**src/rtl/wvl_capture_ctrl_pkg.sv**
```systemverilog
// Shared types and bit positions for the capture sequencer:
// the state encoding, the cfg_ctrl bit map and the status word layout.
package wvl_capture_pkg;

  typedef enum logic [1:0] {
    ST_IDLE  = 2'd0,
    ST_ARMED = 2'd1,
    ST_CAPT  = 2'd2,
    ST_DONE  = 2'd3
  } cap_state_e;

  localparam int ARM_BIT   = 0;
  localparam int CAL_BIT   = 1;
  localparam int ABORT_BIT = 2;

  localparam int STAT_ARMED     = 0;
  localparam int STAT_CAPTURING = 1;
  localparam int STAT_DONE      = 2;
  localparam int STAT_SAT       = 3;
  localparam int STAT_ABORTED   = 4;

  function automatic logic [31:0] pack_status(input logic armed, input logic capturing,
                                              input logic done, input logic sat,
                                              input logic aborted);
    logic [31:0] s;
    s                 = '0;
    s[STAT_ARMED]     = armed;
    s[STAT_CAPTURING] = capturing;
    s[STAT_DONE]      = done;
    s[STAT_SAT]       = sat;
    s[STAT_ABORTED]   = aborted;
    return s;
  endfunction

endpackage

```
**src/rtl/wvl_capture_ctrl_if.sv**
```systemverilog
// Register-side and datapath-side signals of the capture sequencer.
// The master drives configuration and datapath strobes; the slave is the sequencer.
interface wvl_capture_ctrl_if #(
  parameter int CNT_W = 32
);
  logic [31:0]      cfg_ctrl;
  logic [CNT_W-1:0] cfg_num_frames;
  logic             frame_sync;
  logic             photon_valid;
  logic             cap_window;
  logic             use_energy_cal;
  logic [CNT_W-1:0] frame_cnt;
  logic [CNT_W-1:0] photon_cnt;
  logic [31:0]      status;

  modport master (
    output cfg_ctrl, cfg_num_frames, frame_sync, photon_valid,
    input  cap_window, use_energy_cal, frame_cnt, photon_cnt, status
  );

  modport slave (
    input  cfg_ctrl, cfg_num_frames, frame_sync, photon_valid,
    output cap_window, use_energy_cal, frame_cnt, photon_cnt, status
  );
endinterface

```
**src/rtl/wvl_capture_ctrl_sat_counter.sv**
```systemverilog
// Saturating up-counter with a sticky saturation flag; clear has priority
// over increment and also drops the flag.
module sat_counter #(
  parameter int W = 32
) (
  input  logic         clk,
  input  logic         srst,
  input  logic         clr_i,
  input  logic         inc_i,
  output logic [W-1:0] cnt_o,
  output logic         sat_o
);
  localparam logic [W-1:0] MAX_VAL = '1;

  logic [W-1:0] cnt_q;
  logic         sat_q;

  always_ff @(posedge clk) begin
    if (srst || clr_i) begin
      cnt_q <= '0;
      sat_q <= 1'b0;
    end else if (inc_i && (cnt_q != MAX_VAL)) begin
      cnt_q <= cnt_q + 1'b1;
      // flag as soon as the ceiling is reached
      if (cnt_q == MAX_VAL - 1'b1) begin
        sat_q <= 1'b1;
      end
    end
  end

  assign cnt_o = cnt_q;
  assign sat_o = sat_q;
endmodule

```
**src/rtl/wvl_capture_ctrl.sv**
```systemverilog
// Capture sequencer: arms on a software edge, opens the datapath write window
// on whole-frame boundaries, switches energy calibration only at frame starts.
module wvl_capture_ctrl
  import wvl_capture_pkg::*;
#(
  parameter int CNT_W = 32
) (
  input logic               user_clk,
  input logic               user_rst,
  wvl_capture_ctrl_if.slave bus
);
  cap_state_e       state_q, state_d;
  logic             arm_hist_q, abort_hist_q;
  logic             cal_q;
  logic [CNT_W-1:0] frame_cnt_q, frame_cnt_d;
  logic [CNT_W-1:0] num_frames_q, num_frames_d;
  logic             done_q, done_d;
  logic             aborted_q, aborted_d;
  logic             arm_p, abort_p;
  logic             phot_clr, phot_inc, phot_sat;
  logic [CNT_W-1:0] phot_cnt;
  logic             ctrl_unused;

  assign arm_p       = bus.cfg_ctrl[ARM_BIT] & ~arm_hist_q;
  assign abort_p     = bus.cfg_ctrl[ABORT_BIT] & ~abort_hist_q;
  assign ctrl_unused = ^bus.cfg_ctrl[31:3];

  always_ff @(posedge user_clk) begin
    if (user_rst) begin
      state_q      <= ST_IDLE;
      arm_hist_q   <= 1'b0;
      abort_hist_q <= 1'b0;
      cal_q        <= 1'b0;
      frame_cnt_q  <= '0;
      num_frames_q <= '0;
      done_q       <= 1'b0;
      aborted_q    <= 1'b0;
    end else begin
      state_q      <= state_d;
      arm_hist_q   <= bus.cfg_ctrl[ARM_BIT];
      abort_hist_q <= bus.cfg_ctrl[ABORT_BIT];
      if (bus.frame_sync) begin
        cal_q <= bus.cfg_ctrl[CAL_BIT];
      end
      frame_cnt_q  <= frame_cnt_d;
      num_frames_q <= num_frames_d;
      done_q       <= done_d;
      aborted_q    <= aborted_d;
    end
  end

  always_comb begin
    state_d      = state_q;
    frame_cnt_d  = frame_cnt_q;
    num_frames_d = num_frames_q;
    done_d       = done_q;
    aborted_d    = aborted_q;
    phot_clr     = 1'b0;
    case (state_q)
      ST_IDLE, ST_DONE: begin
        // a new run clears the previous run's results in the same step
        if (arm_p) begin
          state_d      = ST_ARMED;
          frame_cnt_d  = '0;
          num_frames_d = bus.cfg_num_frames;
          done_d       = 1'b0;
          aborted_d    = 1'b0;
          phot_clr     = 1'b1;
        end else if (abort_p) begin
          state_d = ST_IDLE;
        end
      end
      ST_ARMED: begin
        if (abort_p) begin
          state_d   = ST_IDLE;
          aborted_d = 1'b1;
        end else if (bus.frame_sync) begin
          state_d     = ST_CAPT;
          frame_cnt_d = {{(CNT_W-1){1'b0}}, 1'b1};
        end
      end
      ST_CAPT: begin
        if (abort_p) begin
          state_d   = ST_IDLE;
          aborted_d = 1'b1;
        end else if (bus.frame_sync) begin
          // the sync that would start frame N+1 closes the window instead
          if ((num_frames_q != '0) && (frame_cnt_q == num_frames_q)) begin
            state_d = ST_DONE;
            done_d  = 1'b1;
          end else begin
            frame_cnt_d = frame_cnt_q + 1'b1;
          end
        end
      end
      default: state_d = ST_IDLE;
    endcase
  end

  assign phot_inc = bus.photon_valid & (state_q == ST_CAPT);

  sat_counter #(
    .W(CNT_W)
  ) u_photon_cnt (
    .clk   (user_clk),
    .srst  (user_rst),
    .clr_i (phot_clr),
    .inc_i (phot_inc),
    .cnt_o (phot_cnt),
    .sat_o (phot_sat)
  );

  assign bus.cap_window     = (state_q == ST_CAPT);
  assign bus.use_energy_cal = cal_q;
  assign bus.frame_cnt      = frame_cnt_q;
  assign bus.photon_cnt     = phot_cnt;
  assign bus.status         = pack_status(state_q == ST_ARMED, state_q == ST_CAPT,
                                          done_q, phot_sat, aborted_q);
endmodule

```
**src/flat_wrapper.sv**
```systemverilog
// flat-port wrapper written by rule: the top's interface ports become plain ports
module wvl_capture_ctrl_flat import wvl_capture_pkg::*;
#(
  parameter int CNT_W = 32
)
  (user_clk, user_rst, bus_cfg_ctrl, bus_cfg_num_frames, bus_frame_sync, bus_photon_valid, bus_cap_window, bus_use_energy_cal, bus_frame_cnt, bus_photon_cnt, bus_status);
  wvl_capture_ctrl_if #(.CNT_W(CNT_W)) bus_i ();
  input logic user_clk;
  input logic user_rst;
  input wire logic [$bits(bus_i.cfg_ctrl)-1:0] bus_cfg_ctrl;
  input wire logic [$bits(bus_i.cfg_num_frames)-1:0] bus_cfg_num_frames;
  input wire logic [$bits(bus_i.frame_sync)-1:0] bus_frame_sync;
  input wire logic [$bits(bus_i.photon_valid)-1:0] bus_photon_valid;
  output wire logic [$bits(bus_i.cap_window)-1:0] bus_cap_window;
  output wire logic [$bits(bus_i.use_energy_cal)-1:0] bus_use_energy_cal;
  output wire logic [$bits(bus_i.frame_cnt)-1:0] bus_frame_cnt;
  output wire logic [$bits(bus_i.photon_cnt)-1:0] bus_photon_cnt;
  output wire logic [$bits(bus_i.status)-1:0] bus_status;
  assign bus_i.cfg_ctrl = bus_cfg_ctrl;
  assign bus_i.cfg_num_frames = bus_cfg_num_frames;
  assign bus_i.frame_sync = bus_frame_sync;
  assign bus_i.photon_valid = bus_photon_valid;
  assign bus_cap_window = bus_i.cap_window;
  assign bus_use_energy_cal = bus_i.use_energy_cal;
  assign bus_frame_cnt = bus_i.frame_cnt;
  assign bus_photon_cnt = bus_i.photon_cnt;
  assign bus_status = bus_i.status;
  wvl_capture_ctrl #(.CNT_W(CNT_W)) u_core (.user_clk(user_clk), .user_rst(user_rst), .bus(bus_i));
endmodule
```
**config.mk**
```make
export PLATFORM = sky130hd
export DESIGN_NAME = wvl_capture_ctrl_flat
export DESIGN_NICKNAME = d
export VERILOG_FILES = /design/src/rtl/wvl_capture_ctrl_pkg.sv /design/src/rtl/wvl_capture_ctrl_if.sv /design/src/rtl/wvl_capture_ctrl_sat_counter.sv /design/src/rtl/wvl_capture_ctrl.sv /design/src/flat_wrapper.sv
export SDC_FILE = /design/constraint.sdc
export NUM_CORES = 1
export LEC_CHECK = 0
export ABC_AREA = 1
export ABC_CLOCK_PERIOD_IN_PS = 1900
export BUFFER_PORTS_ARGS = -buffer_cell sky130_fd_sc_hd__buf_2
export CAP_MARGIN = 5
export CORE_ASPECT_RATIO = 0.7
export CORE_MARGIN = 2
export CORE_UTILIZATION = 54
export DETAILED_ROUTE_END_ITERATION = 8
export PLACE_DENSITY_LB_ADDON = 0.08
export REMOVE_ABC_BUFFERS = 1
export SKIP_LAST_GASP = 1
export SLEW_MARGIN = 30
export SYNTH_ARGS = -nofsm -noshare
export SYNTH_HDL_FRONTEND = slang
export SYNTH_SLANG_ARGS = --single-unit
```
**constraint.sdc**
```tcl
create_clock -name user_clk -period 1.9 [get_ports user_clk]
set_input_delay 0.38 -clock user_clk [delete_from_list [all_inputs] [get_ports user_clk]]
set_output_delay 0.38 -clock user_clk [all_outputs]
set_load 0.02 [all_outputs]
```
; Yosys cells after proc, flatten, opt, wreduce, memory -nomap -nowiden
; Index checks and enable logic that the tools add are counted.
[totals]
regBits = 104
output_inout_bits = 98
elab_cells = 73
[op_classes]
addsub = 2
n_eq_ne = 18
n_mux = 24
bitwise = 5
n_reduce_logical = 14
[op_table]
columns = op, n
row1 = two-way mux 32 bit, 6
row2 = case mux 32 bit (3 select lines), 1
row3 = adder 32 x 1 -> 32 bit (second input constant), 2
row4 = == test 32 bit, 1
row5 = == test 32 bit (second input constant), 1
row6 = != test 32 bit (second input constant), 1
row7 = nonzero test 32 bit, 1
row8 = two-way mux 2 bit, 7
row9 = != test 2 bit (second input constant), 5
row10 = two-way mux 1 bit, 7
row11 = != test 2 x 1 -> 1 bit (second input constant), 3
row12 = != test 3 x 1 -> 1 bit (second input constant), 2
row13 = != test 3 x 2 -> 1 bit (second input constant), 2
row14 = case mux 2 bit (3 select lines), 1
row15 = AND reduction 2 bit, 3
row16 = AND reduction 6 bit, 1
row17 = AND reduction 5 bit, 1
row18 = == test 2 bit (second input constant), 2
row19 = case mux 1 bit (2 select lines), 2
row20 = AND reduction 4 bit, 1
row21 = OR reduction 2 bit, 2
row22 = AND 1 bit, 3
row23 = == test 2 x 1 -> 1 bit (second input constant), 1
row24 = logical AND 1 bit, 2
row25 = 4 further kinds, 5

; Logic depth before layout (Yosys ltp)
; Gate-level depths: netlist (run 1).
[depth]
depth_word = 6
mapped_depth = 14

; By module
; From an unflattened synthesis (run 1), not the netlist that was laid out.
[unflattened]
hier_cells = 1199
hier_area_um2 = 7184.4
[by_module_without_submodules]
columns = mod, n_inst, cells_per_inst, area_each_um2, seq_area_each_um2
row1 = wvl_capture_ctrl, 1, 858, 5006.1, 1421.4
row2 = sat_counter, 1, 341, 2178.3, 660.6

; Worst setup path after synthesis (run 1)
; Ideal clock, no wire load.
[synth_timing]
path_type = reg2reg
start = register u_core.frame_cnt_q[0] (netlist: u_core.bus.frame_cnt[0])
end = register u_core.frame_cnt_q[30] (netlist: u_core.bus.frame_cnt[30])
setup_time_ps = 116
t_arrival_ps = 1783
path_slack_ps = 1
stages_incl_launch_ff = 13
path_buffers = 0
path_cell_list = dfxtp_1 -> ha_1 -> nand2_1 -> nor2_2 -> inv_2 -> nor2_4 -> inv_2 -> nor2_2 -> nand2_1 -> xor2_1 -> nor2_1 -> o21ai_0 -> nor2_1
[synth_via]
elab_chain_len = 5
word_cells_on_any_way = 9
cone_classes = add/sub: 1 / eq/ne: 2 / mux: 4 / reduce/logical: 2
[synth_lines]
columns = element, line_no
row1 = "start, declared", wvl_capture_ctrl.sv:15  ; logic [CNT_W-1:0] frame_cnt_q, frame_cnt_d;
row2 = "start signal, assigned", wvl_capture_ctrl.sv:45  ; frame_cnt_q <= frame_cnt_d;
row3 = adder 32 x 1 -> 32 bit, wvl_capture_ctrl.sv:92  ; frame_cnt_d = frame_cnt_q + 1'b1;
row4 = two-way mux 32 bit, wvl_capture_ctrl.sv:88  ; if ((num_frames_q != '0) && (frame_cnt_q == num_frames_q)) begin
row5 = two-way mux 32 bit, wvl_capture_ctrl.sv:86  ; end else if (bus.frame_sync) begin
row6 = two-way mux 32 bit, wvl_capture_ctrl.sv:83  ; if (abort_p) begin
row7 = case mux 32 bit (3 select lines), wvl_capture_ctrl.sv:59  ; case (state_q)
; Parallel ways exist; a longest one is shown, timed or not. The select of a mux whose other input is x is not followed.
; A chain may end at the register's enable or synchronous reset.

; Worst setup path in the final report (run 1)
[layout_timing]
start = register u_core.frame_cnt_q[18] (netlist: u_core.bus.frame_cnt[18])
end = register u_core.frame_cnt_q[25] (netlist: u_core.bus.frame_cnt[25])
; The elaborated chain is that of the path after synthesis.

==> metrics.md, run 1 <==
| Metric | Value |
|---|---|
| Grt ovf | 0 |
| Vias in the first global route | 6060 |
| Syn Std Cell Area | 6380 sq um |
| Tmin final | 1.98 ns |
| Layout Skew | 0.00992 ns |
| Top Ports | 166 |
| CP endpoint kind | flip-flop |
| Port Buf Inserts | 109 |
| Worst Tran Pin Value | 0.512 ns |
| Final ANT Viol Nets | 0 |
| Power per cell area | 702 nW/um^2 |
| Hold buffers post-CTS | 0 |
| M3 GR Usage | 7.46% |
| Die width | 134 um |
| Diode count | 0 |
| Status | complete, but fails checks |
| CP Launch Type | flip-flop |
| Bufs on Longest Clock Path | 2 |
| #FFs+latches synth | 104 |
| TritonCTS Buffers | 9 |
| H-tree depth | 3 |
| Commonest non-fill, non-tap cell in the layout | nand2_1 |
| Final hold viol count | 0 |
| RD Place Congestion | 0.972 |
| Worst Hold Class | input port to flip-flop |
| Nets | 1290 |
| Max frequency | 506 MHz |
| Largest net degree at the start of global routing | 38 |
| Die height | 94.9 um |
| Clock latency on the worst-skew pair | 0.35 ns |
| Final setup TNS | -1.05 ns |
| Initial antenna violation count | 0 |
| Num rows | 33 |
| Synthesis-to-finish area growth | 31.2% |
| Rel. slew slack | 65.6% |
| Max cap viols | 0 |
| Tcrit/Tclk final | 104% |
| Initial DRC count | 743 |
| # fillers | 1015 |
| Data required time of the critical path | 2.19 ns |
| Via count | 7316 |
| Post-Place Setup Slack | -0.0658 ns |
| Drt drc | 0 |
| Max Slew Vio Count | 0 |
| GR peak layer | met1 |
| Overall Global Routing Usage | 32.5% |
| Die area | 12700 sq um |
| EDFF count, synth | 0 |
| Synth unique cells | 38 |
| Met1 usage | 52.7% |
| Ys async rst share | 0% |
| Top_reg_cell synth | dfxtp_1 |
| Worst Path Arrival | 2.27 ns |
| Setup ws final | -0.0760 ns |
| Layout cells sized above 1 | 27.4% |
| Final setup violation count | 24 |
| Initial cell density of the core | 55.0% |
| Post-Route WL | 21200 um |
| Worst-path clk slew | 0.08 ns |
| Violated checks | setup timing |
| Synth warnings | 0 |
| GR Util met2 | 42.3% |
| Avg WL per Cell | 15.4 um |
| Syn Area/Cell | 6.28 sq um |
| Crit Path Max Fanout | 10 |
| CTS root buffer | clkbuf_16 |
| Synth Instances | 1015 |
| Via-to-Cell Ratio | 5.31 |
| Sink Count | 104 |
| CTS tree | built |
| Commonest non-fill, non-tap cells in the layout | 238 x nand2_1, 141 x nor2_1, 110 x buf_4, 109 x buf_2, 100 x inv_1 |
| Leak Pwr | 3.61 nW |
| Peak VDD IR | 0.000587 V |
| Critical path class | flip-flop to flip-flop |
| Core area | 11600 sq um |
| First-pass GRT wire length | 31800 um |
| DP HPWL | 15900 um |
| DR pass1 iterations | 6 |
| RSZ-0062 raised after global routing | yes |
| Sequential area share after synthesis | 32.7% |
| Layout Utilization | 72.1% |
-- flip-flops by register name, indices dropped and copies added, names as in the netlist --
name                       flops
u_core.done_q                  1
u_core.u_photon_cnt.sat_o      1
u_core.arm_hist_q              1
u_core.aborted_q               1
u_core.bus.use_energy_cal      1
u_core.u_photon_cnt.cnt_o     32
u_core.num_frames_q           32
u_core.abort_hist_q            1
u_core.state_q                 2
u_core.bus.frame_cnt          32
-- synth_stat cells, types with 2 or more instances --
| library cell | count | share of area [%] |
|---|---|---|
| nand3_1 | 47 | 3.7 |
| nor3_1 | 33 | 2.6 |
| a31oi_1 | 4 | 0.39 |
| nor2_1 | 153 | 9.0 |
| nand4_1 | 23 | 2.3 |
| clkinv_1 | 2 | 0.12 |
| nor2_2 | 10 | 0.98 |
| buf_4 | 34 | 4.0 |
| nand2_1 | 244 | 14 |
| nor3b_1 | 3 | 0.35 |
| nor3_2 | 2 | 0.31 |
| ha_1 | 5 | 0.98 |
| inv_1 | 107 | 6.3 |
| buf_2 | 7 | 0.55 |
| a21oi_1 | 77 | 6.0 |
| inv_2 | 8 | 0.47 |
| o21a_1 | 2 | 0.24 |
| xnor2_1 | 26 | 3.6 |
| dfxtp_1 | 104 | 33 |
| o21ai_1 | 9 | 0.71 |
| nand2_2 | 3 | 0.29 |
| clkbuf_1 | 19 | 1.1 |
| o21ai_0 | 64 | 5.0 |
| buf_6 | 2 | 0.35 |
| xor2_1 | 14 | 1.9 |
-- report_power, final --
group	leakage, nW	internal (mW)	total (mW)	switching, mW
clock	0.143	1.04	1.96	0.921
sequential	0.857	2.32	2.46	0.143
combinational	2.61	0.552	1.45	0.902
-- critical path, cell delays in order (launching register included) --
cell	delay (ns)
dfxtp_4	0.37
inv_2	0.05
nand2_2	0.05
nand4_1	0.18
nor2_1	0.15
nand2_1	0.12
nor2_4	0.17
nand4_1	0.19
nand2_4	0.17
buf_4	0.14
clkbuf_16	0.15
o21ai_1	0.07
nor2_1	0.10
-- cell type report --
type	instances	area, sq um	share of cell area, %
Clock inverter	7	76.3	0.913
Clock buffer	9	225	2.69
Multi-Input combinational cell	756	3760	44.9
Sequential cell	104	2110	25.3
Tap cell	157	196	2.35
Timing Repair Buffer	227	1520	18.2
Timing Repair inverter	2	17.5	0.209
Inverter	117	458	5.48
-- layer usage --
layer / vias up / wire length [um]
met3: 21 / 2710
li1: 3598 / -
met2: 381 / 7870
met5: - / 0
met1: 3316 / 10400
met4: 0 / 223
-- metrics by stage --
step	std cells	hold WS [ns]	total power, mW	cell area, sq um
3_5_place_dp	1350	0.450	3.70	7650
5_1_grt	1379	0.268	6.12	8360
3_3_place_gp	1350	0.437	3.68	7650
4_1_cts	1366	0.255	5.64	7970
2_1_floorplan	977	0.449	3.20	6070
6_report	1379	0.262	5.88	8360
-- path summary, 6_finish.rpt --
check                                         from  cells after the start  slack (ns)                                      to
max          u_core.bus.frame_cnt[18]$_SDFFE_PP0P_                     12       -0.08   u_core.bus.frame_cnt[25]$_SDFFE_PP0P_
min reg2reg             u_core.done_q$_SDFFE_PP0P_                      2        0.46              u_core.done_q$_SDFFE_PP0P_
min                                bus_cfg_ctrl[1]                      3        0.26  u_core.bus.use_energy_cal$_SDFFE_PP0P_
max reg2reg  u_core.bus.frame_cnt[18]$_SDFFE_PP0P_                     12       -0.08   u_core.bus.frame_cnt[25]$_SDFFE_PP0P_
-- logic make-up after synthesis --
| logic type | Yosys count | synth area share, % |
|---|---|---|
| buf+inv | 181 | 13.2 |
| fa+ha+maj | 5 | 0.981 |
| other cells | 1 | 0.0588 |
| compound gates | 160 | 12.9 |
| flops | 104 | 32.7 |
| xor+xnor | 40 | 5.49 |
| simple gates | 524 | 34.7 |
-- repair_timing --
item                                    CTS  global route
pin swaps                                 0            17
gates cloned                              0             4
setup buffers                             0            10
resized for setup                         8            92
endpoints found under the setup margin   25            63
No activity file was read; power rests on OpenSTA's default activity.
==> run 2, diff against run 1 <==
--- a/config.mk
+++ b/config.mk
@@ -13,7 +13,8 @@
 export CORE_MARGIN = 2
 export CORE_UTILIZATION = 54
 export DETAILED_ROUTE_END_ITERATION = 8
-export PLACE_DENSITY_LB_ADDON = 0.08
+export PLACE_DENSITY = 0.85
+export RECOVER_POWER = 100
 export REMOVE_ABC_BUFFERS = 1
 export SKIP_LAST_GASP = 1
 export SLEW_MARGIN = 30
==> metrics.md, run 2 (synthesis gave the netlist of run 1 again) <==
| Metric | Value |
|---|---|
| Status | complete, but fails checks (unchanged) |
| Violated checks | setup timing (unchanged) |
| Max frequency | 514 MHz (was 506 MHz) |
| Worst-path clk slew | 0.07 ns (was 0.08 ns) |
| Die height | 94.9 um (unchanged) |
| Via-to-Cell Ratio | 5.27 (was 5.31) |
| Commonest non-fill, non-tap cells in the layout | 234 x nand2_1, 143 x nor2_1, 98 x inv_1, 95 x buf_4, 94 x buf_2 (was 238 x nand2_1, 141 x nor2_1, 110 x buf_4, 109 x buf_2, 100 x inv_1) |
| RSZ-0062 raised after global routing | yes (unchanged) |
| Commonest non-fill, non-tap cell in the layout | nand2_1 (unchanged) |
| Bufs on Longest Clock Path | 2 (unchanged) |
| Setup ws final | -0.0470 ns (was -0.0760 ns) |
| Largest net degree at the start of global routing | 45 (was 38) |
| Power per cell area | 681 nW/um^2 (was 702 nW/um^2) |
| DR pass1 iterations | 5 (was 6) |
| Crit-path cells | xnor2_1, nand2_1, nor2_1, nand2_1, nor2_4, nand4_1, nand2_4, clkbuf_16, o21ai_1, nor2_1 (was inv_2, nand2_2, nand4_1, nor2_1, nand2_1, nor2_4, nand4_1, nand2_4, buf_4, clkbuf_16, o21ai_1, nor2_1) |
| Vias in the first global route | 6258 (was 6060) |
| Crit Reg-Reg Endpoint | u_core.bus.frame_cnt[26]$_SDFFE_PP0P_ (was u_core.bus.frame_cnt[25]$_SDFFE_PP0P_) |
| Max stage delay on crit path | 0.41 ns (was 0.37 ns) |
| Hold buffers post-CTS | 0 (unchanged) |
| Port Buf Inserts | 109 (unchanged) |
| Worst Hold Class | input port to flip-flop (unchanged) |
| Diode count | 0 (unchanged) |
| Post-Route WL | 21300 um (was 21200 um) |
| Tmin final | 1.95 ns (was 1.98 ns) |
| Final setup violation count | 12 (was 24) |
| Num rows | 33 (unchanged) |
| Initial cell density of the core | 55.0% (unchanged) |
| Peak VDD IR | 0.000471 V (was 0.000587 V) |
| Worst Hold End | u_core.abort_hist_q$_SDFF_PP0_ (was u_core.bus.use_energy_cal$_SDFFE_PP0P_) |
| Die width | 134 um (unchanged) |
| Overall Global Routing Usage | 32.9% (was 32.5%) |
| CTS tree | built (unchanged) |
| H-tree depth | 3 (unchanged) |
| Core area | 11600 sq um (unchanged) |
| RR Startpoint | u_core.num_frames_q[27]$_SDFFE_PP0P_ (was u_core.bus.frame_cnt[18]$_SDFFE_PP0P_) |
| Placed Instance Area | 7630 sq um (was 7650 sq um) |
| Hold path start | bus_cfg_ctrl[2] (was bus_cfg_ctrl[1]) |
| Final hold viol count | 0 (unchanged) |
| Crit Path Max Fanout | 8 (was 10) |
| Initial DRC count | 621 (was 743) |
| Critical path buffer and inverter count | 1 (was 3) |
| Initial antenna violation count | 0 (unchanged) |
| Leak Pwr | 3.51 nW (was 3.61 nW) |
| Clock latency on the worst-skew pair | 0.35 ns (about the same) |
| Max cap viols | 0 (unchanged) |
| Register-to-register setup slack | -0.05 ns (was -0.08 ns) |
| CP endpoint kind | flip-flop (unchanged) |
| WHS Path Cells | 3 (unchanged) |
| Cell count of the worst reg-to-reg path | 10 (was 12) |
| Via count | 7190 (was 7316) |
| Design area | 8280 sq um (was 8360 sq um) |
| Layout Skew | 0.00653 ns (was 0.00992 ns) |
| Family with the most delay on the worst path | simple AND/OR/NAND/NOR gates (unchanged) |
| Grt ovf | 0 (unchanged) |
| DP HPWL | 16200 um (was 15900 um) |
| First-pass GRT wire length | 32500 um (was 31800 um) |
| Post-Place Setup Slack | -0.0436 ns (was -0.0658 ns) |
| Nets | 1276 (was 1290) |
| Die area | 12700 sq um (unchanged) |
| TritonCTS Buffers | 9 (unchanged) |
| Final setup TNS | -0.193 ns (was -1.05 ns) |
| Worst path slowest cell | dfxtp_1 (was dfxtp_4) |
| Final ANT Viol Nets | 0 (unchanged) |
| Avg WL per Cell | 15.6 um (was 15.4 um) |
| Total power | 5.64 mW (was 5.88 mW) |
| Layout cells sized above 1 | 26.7% (was 27.4%) |
| Max Slew Vio Count | 0 (unchanged) |
| Tcrit/Tclk final | 102% (was 104%) |
| CP Launch Type | flip-flop (unchanged) |
| Drt drc | 0 (unchanged) |
| CTS root buffer | clkbuf_16 (unchanged) |
| Worst Path Arrival | 2.23 ns (was 2.27 ns) |
| Critical path class | flip-flop to flip-flop (unchanged) |
| Data required time of the critical path | 2.18 ns (was 2.19 ns) |
| Top Ports | 166 (unchanged) |
| Layout Utilization | 71.3% (was 72.1%) |
| Synthesis-to-finish area growth | 29.8% (was 31.2%) |
| Sink Count | 104 (unchanged) |
| RD Place Congestion | 0.988 (was 0.972) |
run 2: cell count changes in the layout (fill, tap and decap cells not counted), sizes merged:
cell,previous run,this run
inv,118,117
clkinv,4,3
bufinv,1,0
buf,225,198
clkbuf,11,27
run 2: tightest hold or removal path: stages:
cell	delay, ns
buf_2	0.08
inv_1	0.04
nor2_1	0.07
run 2: area by class of cell:
type                    count  area (sq um)
flip-flops and latches    104          2120
clock buffers              10           229
inverters                 117           458
well taps                 157           196
multi-input cells         756          3790
fillers                  1036          3330
clock inverters             6          42.5
repair buffers            215          1440
run 2: worst max-delay path by stage:
stage                     cells past startpoint                                    endpoint  slack (ns)                             startpoint
after global routing                         13        u_core.bus.frame_cnt[4]$_SDFFE_PP0P_       -0.12  u_core.bus.frame_cnt[11]$_SDFFE_PP0P_
after global placement                       12       u_core.bus.frame_cnt[30]$_SDFFE_PP0P_       0.009   u_core.bus.frame_cnt[0]$_SDFFE_PP0P_
after CTS                                    11       u_core.bus.frame_cnt[26]$_SDFFE_PP0P_        0.02   u_core.bus.frame_cnt[1]$_SDFFE_PP0P_
after detailed placement                     12       u_core.bus.frame_cnt[30]$_SDFFE_PP0P_       -0.04   u_core.bus.frame_cnt[0]$_SDFFE_PP0P_
final                                        10       u_core.bus.frame_cnt[26]$_SDFFE_PP0P_       -0.05   u_core.num_frames_q[27]$_SDFFE_PP0P_
after floorplan                               7  u_core.u_photon_cnt.cnt_o[16]$_SDFFE_PP0P_       -1.44         u_core.state_q[0]$_SDFFE_PP0P_
run 2: routing by layer:
metal	up-vias	global-route usage [%]	routed length, um
met5	-	0	0
met4	0	6.74	174
met3	21	10.4	2450
met2	334	44.4	8450
met1	3276	50.4	10300
li1	3559	-	-
run 2: power by group:
part	internal [mW]	switching, mW	total [mW]	leakage, nW
sequential	2.33	0.166	2.49	0.859
combinational	0.513	0.866	1.38	2.52
clock	0.896	0.871	1.77	0.129
total	3.74	1.90	5.64	3.51
run 2: stage by stage:
stage | cells | hold slack, ns
2_1_floorplan | 977 | 0.449
3_3_place_gp | 1344 | 0.437
3_5_place_dp | 1344 | 0.439
4_1_cts | 1360 | 0.250
5_1_grt | 1365 | 0.270
6_report | 1365 | 0.259
run 2: repair_timing:
item | CTS | global route
gates resized for setup | 8 | 110
cloned | 0 | 2
pin swaps | 0 | 21
setup endpoints to repair | 23 | 63
buffers inserted | 0 | 4
